`config.mk`:
```
export PLATFORM = sky130hd
export DESIGN_NAME = core_scheduler_flat
export DESIGN_NICKNAME = d
export VERILOG_FILES = /design/src/rtl/core_scheduler_if.sv /design/src/rtl/core_scheduler.sv /design/src/flat_wrapper.sv
export SDC_FILE = /design/constraint.sdc
export NUM_CORES = 1
export LEC_CHECK = 0
export BUFFER_PORTS_ARGS = -buffer_cell sky130_fd_sc_hd__clkbuf_2
export CAP_MARGIN = 30
export CORE_ASPECT_RATIO = 1.75
export CORE_MARGIN = 3
export CORE_UTILIZATION = 54
export DETAILED_ROUTE_END_ITERATION = 6
export MAX_ROUTING_LAYER = met4
export PLACE_DENSITY = 0.83
export SLEW_MARGIN = 20
export SYNTH_ARGS = -nofsm -noshare
export SYNTH_HDL_FRONTEND = slang
export SYNTH_SLANG_ARGS = --single-unit
```
`constraint.sdc`:
```
create_clock -name clk -period 2.5 [get_ports clk]
set_input_delay 0.25 -clock clk [delete_from_list [all_inputs] [get_ports clk]]
set_output_delay 0.25 -clock clk [all_outputs]
set_load 0.02 [all_outputs]
```
`src/rtl/core_scheduler_if.sv`:
```
// Host/core-side signal bundle for core_scheduler.
// master: host/testbench side (drives start, abort, core_mask and the core end_process flags).
// slave : the scheduler itself.
interface core_scheduler_if;
   localparam int unsigned NCORE = 4;
   localparam int unsigned CW    = 16;

   logic              start;
   logic              abort;
   logic [NCORE-1:0]  core_mask;
   logic [NCORE-1:0]  end_process;
   logic [1:0]        status0;
   logic [1:0]        status1;
   logic [1:0]        status2;
   logic [1:0]        status3;
   logic              busy;
   logic              done;
   logic [CW-1:0]     cycles;
   logic [NCORE-1:0]  timed_out;

   modport master (
      output start, abort, core_mask, end_process,
      input  status0, status1, status2, status3, busy, done, cycles, timed_out
   );

   modport slave (
      input  start, abort, core_mask, end_process,
      output status0, status1, status2, status3, busy, done, cycles, timed_out
   );
endinterface

```
`src/rtl/core_scheduler.sv`:
```
// Run-level sequencer for up to four matrix-multiplication cores.
// Launches the cores selected by core_mask, retires each one as its end_process
// flag is seen, and reports done / elapsed RUN cycles.
// Optional feature: define CORE_TIMEOUT_EN to end a run after TIMEOUT_CYCLES RUN
// cycles and report the still-pending cores in timed_out.
module core_scheduler #(
   parameter int unsigned TIMEOUT_CYCLES = 1000
) (
   input  logic            clk,
   input  logic            reset,
   core_scheduler_if.slave bus
);
   localparam int unsigned NCORE = 4;
   localparam int unsigned CW    = 16;

   localparam logic [1:0] S_IDLE   = 2'd0;
   localparam logic [1:0] S_LAUNCH = 2'd1;
   localparam logic [1:0] S_RUN    = 2'd2;
   localparam logic [1:0] S_DONE   = 2'd3;

   // Reject timeout limits that cannot be represented by the cycle counter.
   if ((TIMEOUT_CYCLES < 2) || (TIMEOUT_CYCLES > 65535)) begin : g_timeout_range
      $error("core_scheduler: TIMEOUT_CYCLES must be in [2, 65535]");
   end

`ifdef CORE_TIMEOUT_EN
   localparam logic [CW-1:0] TIMEOUT_LAST = CW'(TIMEOUT_CYCLES - 1);
`endif

   logic [1:0]       state, state_nxt;
   logic [NCORE-1:0] run, run_nxt;
   logic [NCORE-1:0] active, active_nxt;
   logic [NCORE-1:0] pending, pending_nxt;
   logic [NCORE-1:0] timed_out, timed_out_nxt;
   logic             busy, busy_nxt;
   logic             done, done_nxt;
   logic [CW-1:0]    cycles, cycles_nxt;

   logic [NCORE-1:0] retire_c;
   logic [NCORE-1:0] left_c;
   logic [CW-1:0]    cycles_inc_c;

   // State and output registers; reset drops every core to off immediately.
   always_ff @(posedge clk or posedge reset) begin
      if (reset) begin
         state     <= S_IDLE;
         run       <= '0;
         active    <= '0;
         pending   <= '0;
         timed_out <= '0;
         busy      <= 1'b0;
         done      <= 1'b0;
         cycles    <= '0;
      end else begin
         state     <= state_nxt;
         run       <= run_nxt;
         active    <= active_nxt;
         pending   <= pending_nxt;
         timed_out <= timed_out_nxt;
         busy      <= busy_nxt;
         done      <= done_nxt;
         cycles    <= cycles_nxt;
      end
   end

   // Next-state and next-output decode.
   always_comb begin
      state_nxt     = state;
      run_nxt       = run;
      active_nxt    = active;
      pending_nxt   = pending;
      timed_out_nxt = timed_out;
      busy_nxt      = busy;
      done_nxt      = 1'b0;
      cycles_nxt    = cycles;

      // Only launched, still-pending cores can retire; other flags are noise.
      retire_c     = pending & active & bus.end_process;
      left_c       = pending & ~bus.end_process;
      cycles_inc_c = (cycles == {CW{1'b1}}) ? cycles : cycles + CW'(1);

      case (state)
         S_IDLE: begin
            if (bus.start) begin
               cycles_nxt    = '0;
               timed_out_nxt = '0;
               if (bus.core_mask != '0) begin
                  active_nxt  = bus.core_mask;
                  pending_nxt = bus.core_mask;
                  run_nxt     = bus.core_mask;
                  busy_nxt    = 1'b1;
                  state_nxt   = S_LAUNCH;
               end else begin
                  done_nxt  = 1'b1;
                  state_nxt = S_DONE;
               end
            end
         end

         S_LAUNCH: begin
            // end_process is not looked at here so stale flags never retire a core.
            if (bus.abort) begin
               run_nxt     = '0;
               pending_nxt = '0;
               busy_nxt    = 1'b0;
               done_nxt    = 1'b1;
               state_nxt   = S_DONE;
            end else begin
               state_nxt = S_RUN;
            end
         end

         S_RUN: begin
            cycles_nxt = cycles_inc_c;
            if (bus.abort) begin
               run_nxt     = '0;
               pending_nxt = '0;
               busy_nxt    = 1'b0;
               done_nxt    = 1'b1;
               state_nxt   = S_DONE;
            end else if (left_c == '0) begin
               run_nxt     = '0;
               pending_nxt = '0;
               busy_nxt    = 1'b0;
               done_nxt    = 1'b1;
               state_nxt   = S_DONE;
            end
`ifdef CORE_TIMEOUT_EN
            else if (cycles == TIMEOUT_LAST) begin
               timed_out_nxt = left_c;
               run_nxt       = '0;
               pending_nxt   = '0;
               busy_nxt      = 1'b0;
               done_nxt      = 1'b1;
               state_nxt     = S_DONE;
            end
`endif
            else begin
               run_nxt     = run & ~retire_c;
               pending_nxt = pending & ~retire_c;
            end
         end

         S_DONE: begin
            state_nxt = S_IDLE;
         end

         default: begin
            state_nxt = S_IDLE;
         end
      endcase
   end

   // Drive the bundle from the registered state.
   assign bus.status0   = {1'b0, run[0]};
   assign bus.status1   = {1'b0, run[1]};
   assign bus.status2   = {1'b0, run[2]};
   assign bus.status3   = {1'b0, run[3]};
   assign bus.busy      = busy;
   assign bus.done      = done;
   assign bus.cycles    = cycles;
   assign bus.timed_out = timed_out;

endmodule

```
`src/flat_wrapper.sv`:
```
// flat-port wrapper written by rule: the top's interface ports become plain ports
module core_scheduler_flat 
#(
   parameter int unsigned TIMEOUT_CYCLES = 1000
)
  (clk, reset, bus_start, bus_abort, bus_core_mask, bus_end_process, bus_status0, bus_status1, bus_status2, bus_status3, bus_busy, bus_done, bus_cycles, bus_timed_out);
  core_scheduler_if bus_i ();
  input  logic clk;
  input  logic reset;
  input wire logic [$bits(bus_i.start)-1:0] bus_start;
  input wire logic [$bits(bus_i.abort)-1:0] bus_abort;
  input wire logic [$bits(bus_i.core_mask)-1:0] bus_core_mask;
  input wire logic [$bits(bus_i.end_process)-1:0] bus_end_process;
  output wire logic [$bits(bus_i.status0)-1:0] bus_status0;
  output wire logic [$bits(bus_i.status1)-1:0] bus_status1;
  output wire logic [$bits(bus_i.status2)-1:0] bus_status2;
  output wire logic [$bits(bus_i.status3)-1:0] bus_status3;
  output wire logic [$bits(bus_i.busy)-1:0] bus_busy;
  output wire logic [$bits(bus_i.done)-1:0] bus_done;
  output wire logic [$bits(bus_i.cycles)-1:0] bus_cycles;
  output wire logic [$bits(bus_i.timed_out)-1:0] bus_timed_out;
  assign bus_i.start = bus_start;
  assign bus_i.abort = bus_abort;
  assign bus_i.core_mask = bus_core_mask;
  assign bus_i.end_process = bus_end_process;
  assign bus_status0 = bus_i.status0;
  assign bus_status1 = bus_i.status1;
  assign bus_status2 = bus_i.status2;
  assign bus_status3 = bus_i.status3;
  assign bus_busy = bus_i.busy;
  assign bus_done = bus_i.done;
  assign bus_cycles = bus_i.cycles;
  assign bus_timed_out = bus_i.timed_out;
  core_scheduler #(.TIMEOUT_CYCLES(TIMEOUT_CYCLES)) u_core (.clk(clk), .reset(reset), .bus(bus_i));
endmodule
```
; ---- Word-level counts from Yosys, hierarchy flattened
; Index checks and enable logic that the tools add are counted.
[classes]
add_sub_neg = 1
eq_ne = 9
muxes = 30
bitwise = 7
reduce_logical = 10
[op_table]
columns = operator, count
row1 = $mux W16, 2
row2 = $pmux W16 S2, 1
row3 = $mux W4, 7
row4 = $pmux W4 S3, 2
row5 = $and A4 B4 Y4, 5
row6 = $add A16 B1 Y16 const B, 1
row7 = $eq A16 B16 Y1 const B, 1
row8 = $mux W1, 11
row9 = $mux W2, 4
row10 = $not A4 Y4, 2
row11 = $pmux W2 S4, 1
row12 = $ne A2 B2 Y1 const B, 3
row13 = $pmux W1 S3, 2
row14 = $reduce_and A3 Y1, 2
row15 = $reduce_and A5 Y1, 1
row16 = $eq A2 B2 Y1 const B, 2
row17 = $logic_not A4 Y1, 1
row18 = $reduce_and A4 Y1, 1
row19 = $reduce_bool A4 Y1, 1
row20 = $ne A3 B2 Y1 const B, 1
row21 = $reduce_bool A3 Y1, 1
row22 = $eq A2 B1 Y1 const B, 1
row23 = $logic_not A2 Y1, 1
row24 = $ne A2 B1 Y1 const B, 1
row25 = 2 further kinds, 2
[word_totals]
ff_bits = 32
in_bits = 12
wordCells = 64

; ---- Logic depth before layout (Yosys ltp)
[depth]
depth_word = 7
depth_mapped = 8
ltp_nobuf = 6

; ---- Worst setup path after synthesis
; Ideal clock, no wire load.
[synth_path]
path_kind = register to register
startpoint = register u_core.state[0]
endpoint = register u_core.cycles[7] (netlist: u_core.bus.cycles[7])
arrival_time_ps = 1736
required_ps = 2376
setup_slack_ps = 640
stages_incl_launch_ff = 8
n_path_buf = 1
period_less_slack_ps = 1860
path_cell_list = dfrtp_1 inv_1 ha_1 mux2i_2 buf_2 nor3_1 a22oi_1 nand2_1
[synth_between]
elab_chain_len = 3
word_cells_on_any_way = 7
classes_between = 3 x eq/ne / 1 x mux / 3 x reduce/logical
[synth_rtl]
columns = item, line_no
row1 = start: declaration, core_scheduler.sv:30  ; logic [1:0] state, state_nxt;
row2 = start signal: assignment, core_scheduler.sv:55  ; state <= state_nxt;
row3 = $eq A2 B2 Y1 or $logic_not A2 Y1 (tied branches), core_scheduler.sv:82  ; case (state)
row4 = $ne A2 B2 Y1 (no line) or $reduce_bool A2 Y1 (tied branches), --
row5 = $reduce_and A3 Y1 (no line), --
row6 = end signal: assignment, core_scheduler.sv:62  ; cycles <= cycles_nxt;
row7 = end: declaration, core_scheduler.sv:37  ; logic [CW-1:0] cycles, cycles_nxt;
; Parallel ways exist; a longest one is shown, timed or not.
; A chain may end at the register's enable or synchronous reset.

; ---- Worst setup path in the final report
[layout_path]
startpoint = register u_core.state[0]
endpoint = register u_core.cycles[6] (netlist: u_core.bus.cycles[6])
; The elaborated chain is that of the path after synthesis.

==> results.toml <==
[finish]
multi_input_area_sq_mm = 0.00101
area_delta_synth_final_pct = 14.5
fin_cells = 289
nFillCells = 324
drive_gt1_share_pct = 22.5
post-route-util_pct = 64.9
num_antenna_cells = 0
nets = 261
layout.area.seq_sq_um = 801

[clocking]
cts_max_path_buffers = 2
cts_hold_buf = 0
cts_inserted_buffers = 5
clock_sinks = 32
path_clk_slew_ps = 70
insertion_delay_ps = 290
htreeDepth = 2
post-cts-setup-buffers = 0
cts_tree = "yes"
root_buffer = "clkbuf_8"
cts_resized = 0

[detailed_routing]
drcViolationCount = 0
route.detailed.wl_per_inst_um = 16.3
final_antenna_net_count = 0
vias = 1749
wl_um = 4710
dr.pass1.iters = 4
detail_route.iter0.violations = 77
vias_per_cell = 6.05

[critical_path]
arrival_ps = 2370
path_delay_family = "buffers and inverters"
crit_buf_inv = 3
cp_slowest_stage_delay_ps = 480
crit_fanout = 13
worstSetupPathType = "register to register"
cp_common_cell = "inv_1"
worstPathRequired_ps = 2660
crit_path_end_kind = "register"
worstPathCellList = "inv_1, ha_1, inv_1, nor2_1, buf_4, a21o_4, o21ai_0"
startpoint_type = "register"
crit_slowest_cell = "ha_1"

[timing]
worst_pin_slew_ps = 635
fin_setup_tns_ps = 0
drv_slew = 0
fin_crit_ps = 2200
maxSlewHeadroom_pct = 57.1
finClkSkew_ps = 5.03
worst_slack_ps = 298
finalSetupViolations = 0
final-hold-violation-count = 0
fmax_mhz = 454
rsz0062_at_grt = "false"
fin_crit_sh_pct = 88.1

[floorplanning]
die_area_sq_mm = 0.00439
start_util_pct = 56.7
die_x_um = 51.4
row_count = 28
die_h_um = 85.4
pin_count = 42
core_area_sq_mm = 0.00343

[logic_synthesis]
synth_top_area_share_pct = 41.2
synth_ff_type = "dfrtp_1"
synth-async-reset-ratio_pct = 100
ys_seq_area_share_pct = 41.2
yosysWarnings = 0
synth_top_area_cell = "dfrtp_1"
ys_types = 45
synthCells = 206
postSynthAreaPerCell_sq_um = 9.44
synth_edf_count = 0
ys_ff_latch = 32
yosys-top-cells-area = "dfrtp_1, buf_4, ha_1"
syn_area_sq_mm = 0.00195

[status]
status = "completed"

[place]
port_buffers = 33
dp_slack_ps = 302
place_inst = 281
dpl.hpwl_um = 3420
routabilityCongestion = 0.863

[grt]
grt_overflow = 0
grt_first_pass_wirelength_um = 7890
grt_pass1_vias = 1702
grt_use_total_pct = 24.4
grt_antenna_before_repair = 0
grt_max_degree = 33

[worst_hold_path]
min_path_type = "primary input to asynchronous set/reset pin"

[power_and_ir_drop]
power_density_mw_per_mm2 = 930
ir_drop_mv = 0.643
p_leak_nw = 1.01
power_mw = 2.07

[flow_run]
cap_violations = 0
==> through the flow <==
step	area, sq um	hold WS (ps)
6_report	2230	19.6
5_1_grt	2230	54.2
4_1_cts	2230	29.6
3_5_place_dp	2140	338
3_3_place_gp	2140	334
2_1_floorplan	1970	366
==> metal layers <==
| layer | GRT usage, % | part of all wire, % |
|---|---|---|
| met1 | 26.2 | 36 |
| met2 | 41.4 | 56 |
| met3 | 4.75 | 4.8 |
| met4 | 12.4 | 3.0 |
| met5 | - | 0 |
==> cell families (layout without fill, tap and decap cells) <==
group	count (synthesis)	after routing	share of synthesized area, %
simple gates	65	65	17.9
compound gates	60	60	22.6
flops	32	32	41.2
buf+inv	31	62	8.10
mux	11	11	6.11
fa+ha+maj	6	6	3.86
other cells	1	8	0.193
==> synthesized netlist by cell type, types with 3 or more instances <==
library cell  instances
and4_1                4
buf_2                 3
nor3_1                3
o21ai_0              14
inv_1                15
a41oi_1               3
a31oi_1               8
o2bb2ai_1             5
dfrtp_1              32
a21oi_1               4
nand3_1              11
o31ai_1               6
nand2_1              18
nor2_1                8
mux2i_1               6
clkbuf_1              3
a221oi_1              6
nand4_1               3
buf_4                10
mux2_2                4
nand2b_1              5
nor2b_1               3
ha_1                  6
==> final timing paths <==
| kind | from | slack, ps | depth (start not counted) | to |
|---|---|---|---|---|
| setup / recovery | u_core.state[0] | 300 | 7 | u_core.bus.cycles[6] |
| hold / removal | reset | 20 | 3 | u_core.run[3] |
| setup reg to reg | u_core.state[0] | 300 | 7 | u_core.bus.cycles[6] |
| hold reg to reg | u_core.active[1] | 510 | 1 | u_core.active[1] |
| max in group asynchronous | reset | 2170 | 3 | u_core.bus.cycles[2] |
| min in group clk | bus_core_mask[0] | 250 | 3 | u_core.run[0] |
==> flip-flops by register name, indices dropped and copies added, names as in the netlist <==
signal / cells
u_core.state: 2
u_core.bus.cycles: 16
u_core.run: 4
u_core.pending: 4
u_core.active: 4
u_core.bus.done: 1
u_core.bus.busy: 1
==> power breakdown <==
part           internal [mW]  total, mW  switching (mW)  leakage [nW]
sequential             0.650      0.743          0.0928         0.423
clock                  0.224      0.415           0.190        0.0455
combinational          0.339      0.913           0.574         0.541
total                   1.21       2.07           0.857          1.01
==> area by class of cell <==
cell class                      count  share of cell area (%)
Multi-Input combinational cell    150                    45.5
Inverter                           15                    2.53
Timing Repair Buffer               39                    9.44
Sequential cell                    32                    36.0
Tap cell                           45                    2.53
Clock buffer                        8                    4.04
==> placed cells by master (no fill, tap or decap), types with 3 or more instances in the layout <==
| cell type | instances |
|---|---|
| and4_1 | 4 |
| a31oi_1 | 8 |
| clkbuf_2 | 33 |
| nor3_1 | 3 |
| ha_1 | 6 |
| buf_4 | 6 |
| nand4_1 | 3 |
| o21ai_0 | 14 |
| clkbuf_8 | 6 |
| dfrtp_1 | 32 |
| o2bb2ai_1 | 5 |
| nand2b_1 | 5 |
| mux2_2 | 4 |
| inv_1 | 15 |
| a41oi_1 | 3 |
| nor2_1 | 8 |
| conb_1 | 8 |
| o31ai_1 | 6 |
| a221oi_1 | 6 |
| nor2b_1 | 3 |
| a21oi_1 | 4 |
| nand2_1 | 18 |
| mux2i_1 | 6 |
| nand3_1 | 11 |
==> worst reg2reg max path, stage by stage (launching register included) <==
cell and delay, ps:
dfrtp_1 410, inv_1 140, ha_1 480, inv_1 320, nor2_1 280, buf_4 200
a21o_4 160, o21ai_0 80
(Power assumes the default switching activity.)
